===== src/rtl/line_scanout.sv =====
// Raster timing generator that reads the renderer's ping-pong R/G/B line RAMs.
// Optional build macro SCANOUT_PIXEL_DOUBLE_EN shows each buffer pixel for two clocks.
module line_scanout #(
    parameter int RAM_A_BITS = 8,
    parameter int RAM_D_BITS = 8,
    parameter int H_ACTIVE   = 256,
    parameter int H_FP       = 8,
    parameter int H_SYNC     = 32,
    parameter int H_BP       = 24,
    parameter int V_ACTIVE   = 192,
    parameter int V_FP       = 3,
    parameter int V_SYNC     = 4,
    parameter int V_BP       = 13
) (
    input  logic                  wb_clk_i,
    input  logic                  wb_rst_i,
    output logic [RAM_A_BITS-1:0] line_a_rd_a,
    output logic                  line_a_rd_cen,
    input  logic [RAM_D_BITS-1:0] line_a_r_q,
    input  logic [RAM_D_BITS-1:0] line_a_g_q,
    input  logic [RAM_D_BITS-1:0] line_a_b_q,
    output logic [RAM_A_BITS-1:0] line_b_rd_a,
    output logic                  line_b_rd_cen,
    input  logic [RAM_D_BITS-1:0] line_b_r_q,
    input  logic [RAM_D_BITS-1:0] line_b_g_q,
    input  logic [RAM_D_BITS-1:0] line_b_b_q,
    output logic                  line_req,
    output logic [7:0]            line_req_y,
    output logic                  line_req_bank,
    input  logic                  line_done,
    input  logic                  underrun_clr,
    output logic                  underrun_o,
    output logic [RAM_D_BITS-1:0] pix_r,
    output logic [RAM_D_BITS-1:0] pix_g,
    output logic [RAM_D_BITS-1:0] pix_b,
    output logic                  pix_de,
    output logic                  hsync_n,
    output logic                  vsync_n
);

    localparam int H_TOTAL = H_ACTIVE + H_FP + H_SYNC + H_BP;
    localparam int V_TOTAL = V_ACTIVE + V_FP + V_SYNC + V_BP;
    localparam int H_W     = $clog2(H_TOTAL);
    localparam int V_W     = $clog2(V_TOTAL);

    localparam logic [H_W-1:0] H_LAST   = H_W'(H_TOTAL - 1);
    localparam logic [H_W-1:0] H_ACT    = H_W'(H_ACTIVE);
    localparam logic [H_W-1:0] HS_START = H_W'(H_ACTIVE + H_FP);
    localparam logic [H_W-1:0] HS_END   = H_W'(H_ACTIVE + H_FP + H_SYNC);
    localparam logic [V_W-1:0] V_LAST   = V_W'(V_TOTAL - 1);
    localparam logic [V_W-1:0] V_ACT    = V_W'(V_ACTIVE);
    localparam logic [V_W-1:0] VS_START = V_W'(V_ACTIVE + V_FP);
    localparam logic [V_W-1:0] VS_END   = V_W'(V_ACTIVE + V_FP + V_SYNC);

    logic [H_W-1:0]        h_cnt;
    logic [V_W-1:0]        v_cnt;
    logic [V_W-1:0]        v_next;
    logic                  line_start;
    logic                  h_act;
    logic                  v_act;
    logic                  de;
    logic                  hs;
    logic                  vs;
    logic                  req_bank;
    logic [1:0]            ready;
    logic [1:0]            ready_done;
    logic [1:0]            ready_nxt;
    logic                  pend_vld;
    logic                  pend_bank;
    logic                  line_ok;
    logic                  line_ok_q;
    logic                  fetch;
    logic                  bank_sel;
    logic [RAM_A_BITS-1:0] rd_addr;

    logic                  de_p1;
    logic                  hs_p1;
    logic                  vs_p1;
    logic                  fetch_p1;
    logic                  bank_p1;

    // ---- stage p0: raster counters, requests, read-port drive ----
    always_ff @(posedge wb_clk_i) begin
        if (wb_rst_i) begin
            h_cnt <= '0;
            v_cnt <= V_LAST;
        end else if (h_cnt == H_LAST) begin
            h_cnt <= '0;
            v_cnt <= v_next;
        end else begin
            h_cnt <= h_cnt + 1'b1;
        end
    end

    assign v_next     = (v_cnt == V_LAST) ? '0 : v_cnt + 1'b1;
    assign line_start = (h_cnt == '0);
    assign h_act      = (h_cnt < H_ACT);
    assign v_act      = (v_cnt < V_ACT);
    assign de         = h_act && v_act;
    assign hs         = (h_cnt >= HS_START) && (h_cnt < HS_END);
    assign vs         = (v_cnt >= VS_START) && (v_cnt < VS_END);

    // Request for the following line goes out at the start of the current one.
    assign line_req      = !wb_rst_i && line_start && (v_next < V_ACT);
    assign req_bank      = v_next[0];
    assign line_req_y    = line_req ? 8'(v_next) : 8'd0;
    assign line_req_bank = line_req && req_bank;

    // A done in the same cycle as a request completes the old bank first.
    always_comb begin
        ready_done = ready;
        if (line_done && pend_vld) begin
            ready_done[pend_bank] = 1'b1;
        end
        ready_nxt = ready_done;
        if (line_req) begin
            ready_nxt[req_bank] = 1'b0;
        end
    end

    always_ff @(posedge wb_clk_i) begin
        if (wb_rst_i) begin
            ready     <= 2'b00;
            pend_vld  <= 1'b0;
            pend_bank <= 1'b0;
        end else begin
            ready <= ready_nxt;
            if (line_req) begin
                pend_vld  <= 1'b1;
                pend_bank <= req_bank;
            end else if (line_done) begin
                pend_vld <= 1'b0;
            end
        end
    end

    // Line readiness is decided once at h_cnt = 0 and held for the whole line.
    assign bank_sel = v_cnt[0];
    assign line_ok  = line_start ? ready_done[bank_sel] : line_ok_q;
    assign fetch    = de && line_ok;

    always_ff @(posedge wb_clk_i) begin
        if (wb_rst_i) begin
            line_ok_q  <= 1'b0;
            underrun_o <= 1'b0;
        end else begin
            line_ok_q <= line_ok;
            if (line_start && v_act && !ready_done[bank_sel]) begin
                underrun_o <= 1'b1;
            end else if (underrun_clr) begin
                underrun_o <= 1'b0;
            end
        end
    end

`ifdef SCANOUT_PIXEL_DOUBLE_EN
    assign rd_addr = RAM_A_BITS'(h_cnt >> 1);
`else
    assign rd_addr = RAM_A_BITS'(h_cnt);
`endif

    assign line_a_rd_cen = !(fetch && !bank_sel);
    assign line_b_rd_cen = !(fetch && bank_sel);
    assign line_a_rd_a   = (fetch && !bank_sel) ? rd_addr : '0;
    assign line_b_rd_a   = (fetch && bank_sel) ? rd_addr : '0;

    // ---- stage p1: timing delayed while RAM read is in flight ----
    always_ff @(posedge wb_clk_i) begin
        if (wb_rst_i) begin
            de_p1    <= 1'b0;
            hs_p1    <= 1'b0;
            vs_p1    <= 1'b0;
            fetch_p1 <= 1'b0;
            bank_p1  <= 1'b0;
        end else begin
            de_p1    <= de;
            hs_p1    <= hs;
            vs_p1    <= vs;
            fetch_p1 <= fetch;
            bank_p1  <= bank_sel;
        end
    end

    // ---- stage p2: registered pixel and sync outputs ----
    always_ff @(posedge wb_clk_i) begin
        if (wb_rst_i) begin
            pix_de  <= 1'b0;
            hsync_n <= 1'b1;
            vsync_n <= 1'b1;
            pix_r   <= '0;
            pix_g   <= '0;
            pix_b   <= '0;
        end else begin
            pix_de  <= de_p1;
            hsync_n <= !hs_p1;
            vsync_n <= !vs_p1;
            if (!fetch_p1) begin
                pix_r <= '0;
                pix_g <= '0;
                pix_b <= '0;
            end else if (bank_p1) begin
                pix_r <= line_b_r_q;
                pix_g <= line_b_g_q;
                pix_b <= line_b_b_q;
            end else begin
                pix_r <= line_a_r_q;
                pix_g <= line_a_g_q;
                pix_b <= line_a_b_q;
            end
        end
    end

endmodule


===== config.mk =====
export PLATFORM = sky130hd
export DESIGN_NAME = line_scanout
export DESIGN_NICKNAME = d
export VERILOG_FILES = /design/src/rtl/line_scanout.sv
export SDC_FILE = /design/constraint.sdc
export NUM_CORES = 1
export LEC_CHECK = 0
export ABC_AREA = 1
export BUFFER_PORTS_ARGS = -buffer_cell sky130_fd_sc_hd__buf_4
export CELL_PAD_IN_SITES_DETAIL_PLACEMENT = 0
export CELL_PAD_IN_SITES_GLOBAL_PLACEMENT = 1
export CORE_ASPECT_RATIO = 2
export CORE_MARGIN = 2
export CORE_UTILIZATION = 33
export CTS_BUF_LIST = sky130_fd_sc_hd__clkbuf_4
export DETAILED_ROUTE_END_ITERATION = 12
export PLACE_DENSITY_LB_ADDON = 0.1
export SLEW_MARGIN = 15
export SYNTH_ARGS = -nofsm -noshare
export SYNTH_HDL_FRONTEND = slang
export SYNTH_SLANG_ARGS = --single-unit

===== constraint.sdc =====
create_clock -name wb_clk_i -period 2.2 [get_ports wb_clk_i]
set_clock_uncertainty 0.05 [all_clocks]
set_input_delay 0.44 -clock wb_clk_i [delete_from_list [all_inputs] [get_ports wb_clk_i]]
set_output_delay 0.44 -clock wb_clk_i [all_outputs]
set_load 0.005 [all_outputs]

### Yosys cells after proc, flatten, opt, wreduce, memory -nomap -nowiden

Cells that the tools add are included.

| storage, ports and cells | value |
|---|---|
| register bits after elaboration | 55 |
| logic and storage cells | 84 |
| input bits | 52 |

| cells by class | value |
|---|---|
| equality and inequality tests | 2 |
| $lt $le $gt $ge | 12 |
| bitwise operators | 4 |
| reductions and logical operators | 26 |
| add/sub/neg operators | 2 |
| muxes and demuxes | 20 |

Operator list:

| operator | count |
|---|---|
| 8-bit two-way mux | 7 |
| 8-bit less-than comparator (second input constant) | 3 |
| 9-bit less-than comparator (second input constant) | 2 |
| 1-bit logical AND | 14 |
| 9-bit by 1-bit adder with 9-bit output (second input constant) | 1 |
| 9-bit == test (second input constant) | 1 |
| 9-bit >= comparator (second input constant) | 1 |
| 9-bit zero test | 1 |
| 1-bit two-way mux | 9 |
| 8-bit by 1-bit adder with 8-bit output (second input constant) | 1 |
| 8-bit == test (second input constant) | 1 |
| 8-bit >= comparator (second input constant) | 1 |
| 1-bit zero test | 7 |
| 1-bit by 2-bit less-than comparator with 1-bit output (second input constant) | 3 |
| 2-bit two-way mux | 2 |
| 2-bit nonzero test | 2 |
| 2-bit OR reduction | 2 |
| 2-bit bitwise AND | 1 |
| 1-bit demux with 1-bit select | 2 |
| 1-bit >= comparator (second input constant) | 2 |
| 2-bit inverter | 1 |
| 2-bit OR | 1 |
| 1-bit inverter | 1 |

### Depth between registers and ports, before layout

| logic depth | value |
|---|---|
| depth after elaboration | 12 |
| gate-level depth with buffers | 11 |
| mapped depth without buffers | 11 |

### Worst setup path after synthesis

Ideal clock, no wire load.

| timing path | value |
|---|---|
| path kind | register to output |
| start point | reg v_cnt[0] |
| end point | out line_req_y[0] |
| data required time | 1.710 ns |
| arrival | 1.371 ns |
| buffers on the path | 1 |
| stages on the path, launching flop included | 10 |
| setup slack | 0.339 ns |
| path through | dfxtp_1 ha_1 nand3_1 nor2_1 nor2_1 nor2_2 nand2_2 nand4_1 inv_1 buf_4 |

| between the ends | value |
|---|---|
| cells in the longest elaborated chain, start to end | 5 |
| elaborated cells on any way between the ends | 6 |
| classes of those cells | add/sub (1); order compare (1); eq/ne (1); mux (2); reduce/logical (1) |

RTL lines:

| element | line | source |
|---|---|---|
| start: declaration | 56 | `logic [V_W-1:0] v_cnt;` |
| start signal: assignment | 89 | `v_cnt <= v_next;` |
| 8-bit by 1-bit adder with 8-bit output or 8-bit == test (tied branches) | 95 | `assign v_next = (v_cnt == V_LAST) ? '0 : v_cnt + 1'b1;` |
| 8-bit two-way mux * | 95 |  |
| 8-bit less-than comparator | 104 | `assign line_req = !wb_rst_i && line_start && (v_next < V_ACT);` |
| 1-bit logical AND | 104 |  |
| 8-bit two-way mux * | 106 | `assign line_req_y = line_req ? 8'(v_next) : 8'd0;` |
| end: declaration | 28 | `output logic [7:0] line_req_y,` |

Every way passes the cells marked *; elsewhere a longest branch is shown, timed or not.

### Worst setup path in the final report

| timing path | value |
|---|---|
| start point | reg v_cnt[0] |
| end point | out line_req_y[7] |

The elaborated chain is that of the path after synthesis.

==> flow_summary.yaml <==
drt:
  routed_wl_um: 7008
  wl_met1_um: 2532
  wl_met3_um: 459
  vias: 2519
  route.top_layer_used: "met4"
  route.detailed.drc: 0
  wl_per_cell_um: 12.91
  first_pass_iters: 4
  avgViaCountPerCell: 4.639
  route.antenna.remaining_nets: 0
  met2_length_um: 3803
  drt_iter0_drc: 101
placement:
  port_buffers: 107
  gp_congestion: 0.8421
  dp_cells: 518
  dp.final_hpwl_um: 4948
sta:
  finalCriticalPeriod_ns: 2.328
  rsz0062_at_grt: "true"
  finalHoldViolations: 0
  maxSlewHeadroom_pct: 49.29
  slew_violations: 0
  hold_slack_ns: 0.1700
  setup_violations: 26
  fin_tns_setup_ns: -1.798
  max_freq_mhz: 429.5
  tightestPinTransition_ns: 0.7598
  fin_ws_ns: -0.1283
  fin_crit_sh_pct: 105.8
power:
  p_leak_nw: 1.729
  power.density_mw_per_mm2: 466.2
  pwr-share-clk_pct: 26.9
  seqPwrFrac_pct: 59.0
  pwr-share-comb_pct: 14.1
  ir_worst_vdd_mv: 0.3007
  switching_share_pct: 26.26
  p_sw_w: 0.0004523
  internal_power_w: 0.001270
cts:
  clock_tree.buffer_depth: 2
  clock_latency_ns: 0.38
  clock-sinks: 55
  numCtsBuffers: 5
  clkTransAtPathRegs_ns: 0.16
  ctsHtreeMaxLevel: 2
  cts-root-buf: "clkbuf_4"
  cts_tree: "built"
yosys:
  syn_area_sq_mm: 0.002335
  avgSynthCellArea_sq_um: 7.184
  ys_seq_area_share_pct: 47.16
  yosys.area.top_type: "dfxtp_1"
  yosys-top-cells-area: "dfxtp_1 47%, nand2_1 14%, nor2_1 7.4%"
  ys_seq_elements: 55
  post-synth-top-area-fraction_pct: 47.16
  yosys_warnings: 0
  ys_types: 30
  yosysMostFrequentCell: "nand2_1"
  syn_nets: 380
  syn_inst: 325
  async_flop_share_pct: 0
  synth_edf_count: 0
  ys_top_cells_by_count: "87 x nand2_1, 55 x dfxtp_1, 46 x nor2_1"
  synth_top_flop_cell: "dfxtp_1"
floorplanning:
  ioPinCount: 108
  initial_utilization_pct: 33.90
  dieArea_sq_mm: 0.007804
  fp-row-count: 43
  core_sq_mm: 0.006887
  die_h_um: 123.0
  die_w_um: 63.48
worst_setup_path:
  crit_chain: "ha_4 -> nand3_4 -> nor2_4 -> nor2_2 -> nor2_4 -> nand2_4 -> nand3_4 -> inv_2 -> nand2_1 -> inv_1 -> buf_4"
  cp.arrival_ns: 1.84
  worstSetupEndpointType: "output pin"
  critPathKind: "reg -> out"
  startpoint_type: "flop"
  worst_path_largest_cell_delay_ns: 0.39
  worst_path_max_delay_cell: "dfxtp_2"
  crit_fanout: 6
  cp.required_ns: 1.71
run_status:
  status: "finished, violations left"
  violations: "negative setup slack"
global_routing:
  antenna_found_initial: 0
  grt_pass1_vias: 2412
  grt_first_pass_wirelength_um: 11210
  grt_max_degree: 25
  overflow: 0
  grt_usage_pct: 18.31
worst_hold_path:
  hold_path_class: "in -> reg"
cells_and_area:
  final_cells: 543
  diodes: 0
  drive_gt1_share_pct: 44.81
  final_net_count: 507
  area_growth_pct: 58.25
job:
  max_cap_viol_count: 0
-- per-stage QoR --
stage | setup slack, ns | total power [W] | cell area (sq um) | util, %
global placement | 0.1069 | 0.001224 | 3248 | 47.17
finish | -0.1283 | 0.001722 | 3695 | 53.65
detailed placement | 0.09451 | 0.001226 | 3248 | 47.17
floorplan | 0.3387 | 0.001130 | 2335 | -
CTS | -0.2019 | 0.001736 | 3595 | 52.20
global route | -0.2494 | 0.001822 | 3695 | 53.65
-- timing repair --
item,CTS,global route
setup buffers,13,2
gates resized for setup,53,25
setup endpoints to repair,28,28
cloned,2,0
endpoints found under the hold margin,0,0
hold buffers,0,0
pin swaps,18,16
-- layout make-up --
cell class | instances | area, sq um
clock buffer | 6 | 45.04
clock inverter | 2 | 12.51
fill | 699 | 3192
inverter | 41 | 161.4
multi-input combinational | 220 | 1244
sequential | 55 | 1114
tap | 90 | 112.6
timing repair buffer | 129 | 1006
-- power by group through the flow --
stage	sequential [W]	clock, W	combinational [W]
floorplan	0.00104	0	0.0000926
global placement	0.00104	0	0.000185
detailed placement	0.00104	0	0.000186
CTS	0.00102	0.000491	0.000227
global route	0.00102	0.000534	0.000268
finish	0.00102	0.000463	0.000242
-- critical path, delay by kind of cell (launching register included) --
| kind | cells | cell delay, ns |
|---|---|---|
| flip-flops | 1 | 0.39 |
| AND/OR/NAND/NOR | 7 | 0.65 |
| buffers and inverters | 3 | 0.21 |
| adder cells (fa/ha/maj) | 1 | 0.18 |
-- sequential cells by signal (all words and copies together) (netlist names) --
| name | cells |
|---|---|
| h_cnt | 9 |
| pix_b | 8 |
| pix_g | 8 |
| pix_r | 8 |
| v_cnt | 8 |
| ready | 2 |
| bank_p1 | 1 |
| de_p1 | 1 |
| fetch_p1 | 1 |
| hs_p1 | 1 |
| hsync_n | 1 |
| line_ok_q | 1 |
| pend_bank | 1 |
| pend_vld | 1 |
| pix_de | 1 |
| underrun_o | 1 |
| vs_p1 | 1 |
| vsync_n | 1 |
-- metal layers --
| layer | global-route usage [%] | vias to the layer above |
|---|---|---|
| li1 | - | 1276 |
| met1 | 18.69 | 1131 |
| met2 | 34.14 | 96 |
| met3 | 4.732 | 16 |
| met4 | 8.560 | 0 |
| met5 | 0 | - |
-- final timing paths --
path                                            start  slack [ns]  depth (start not counted)                     to
worst max-delay path            v_cnt[0]$_SDFFE_PP1N_       -0.13                         11          line_req_y[7]
worst min-delay path                        line_done        0.17                          2  pend_vld$_SDFFE_PP0P_
worst max register to register    h_cnt[0]$_SDFF_PP0_        0.36                         11    h_cnt[8]$_SDFF_PP0_
worst min register to register       hs_p1$_SDFF_PP0_        0.34                          1     hsync_n$_SDFF_PP1_
-- cells by family after synthesis --
family                     share of synthesized area, %
xor gates and xnor gates                         0.7504
buffers and inverters                             8.950
AOI/OAI and AO/OA                                 11.36
and+or+nand+nor                                   30.17
adders and majority gates                         1.608
DFF                                               47.16
-- placed cells by master (no fill, tap or decap), types with 7 or more instances in the layout --
cell and n:
nand2_2 9, nor2_4 7, nand2_1 79, inv_2 8
nor2_2 18, dfxtp_1 47, inv_1 31, buf_6 10
a21oi_1 34, nor2_1 26, dfxtp_2 7, buf_4 119
(Power assumes the default switching activity.)
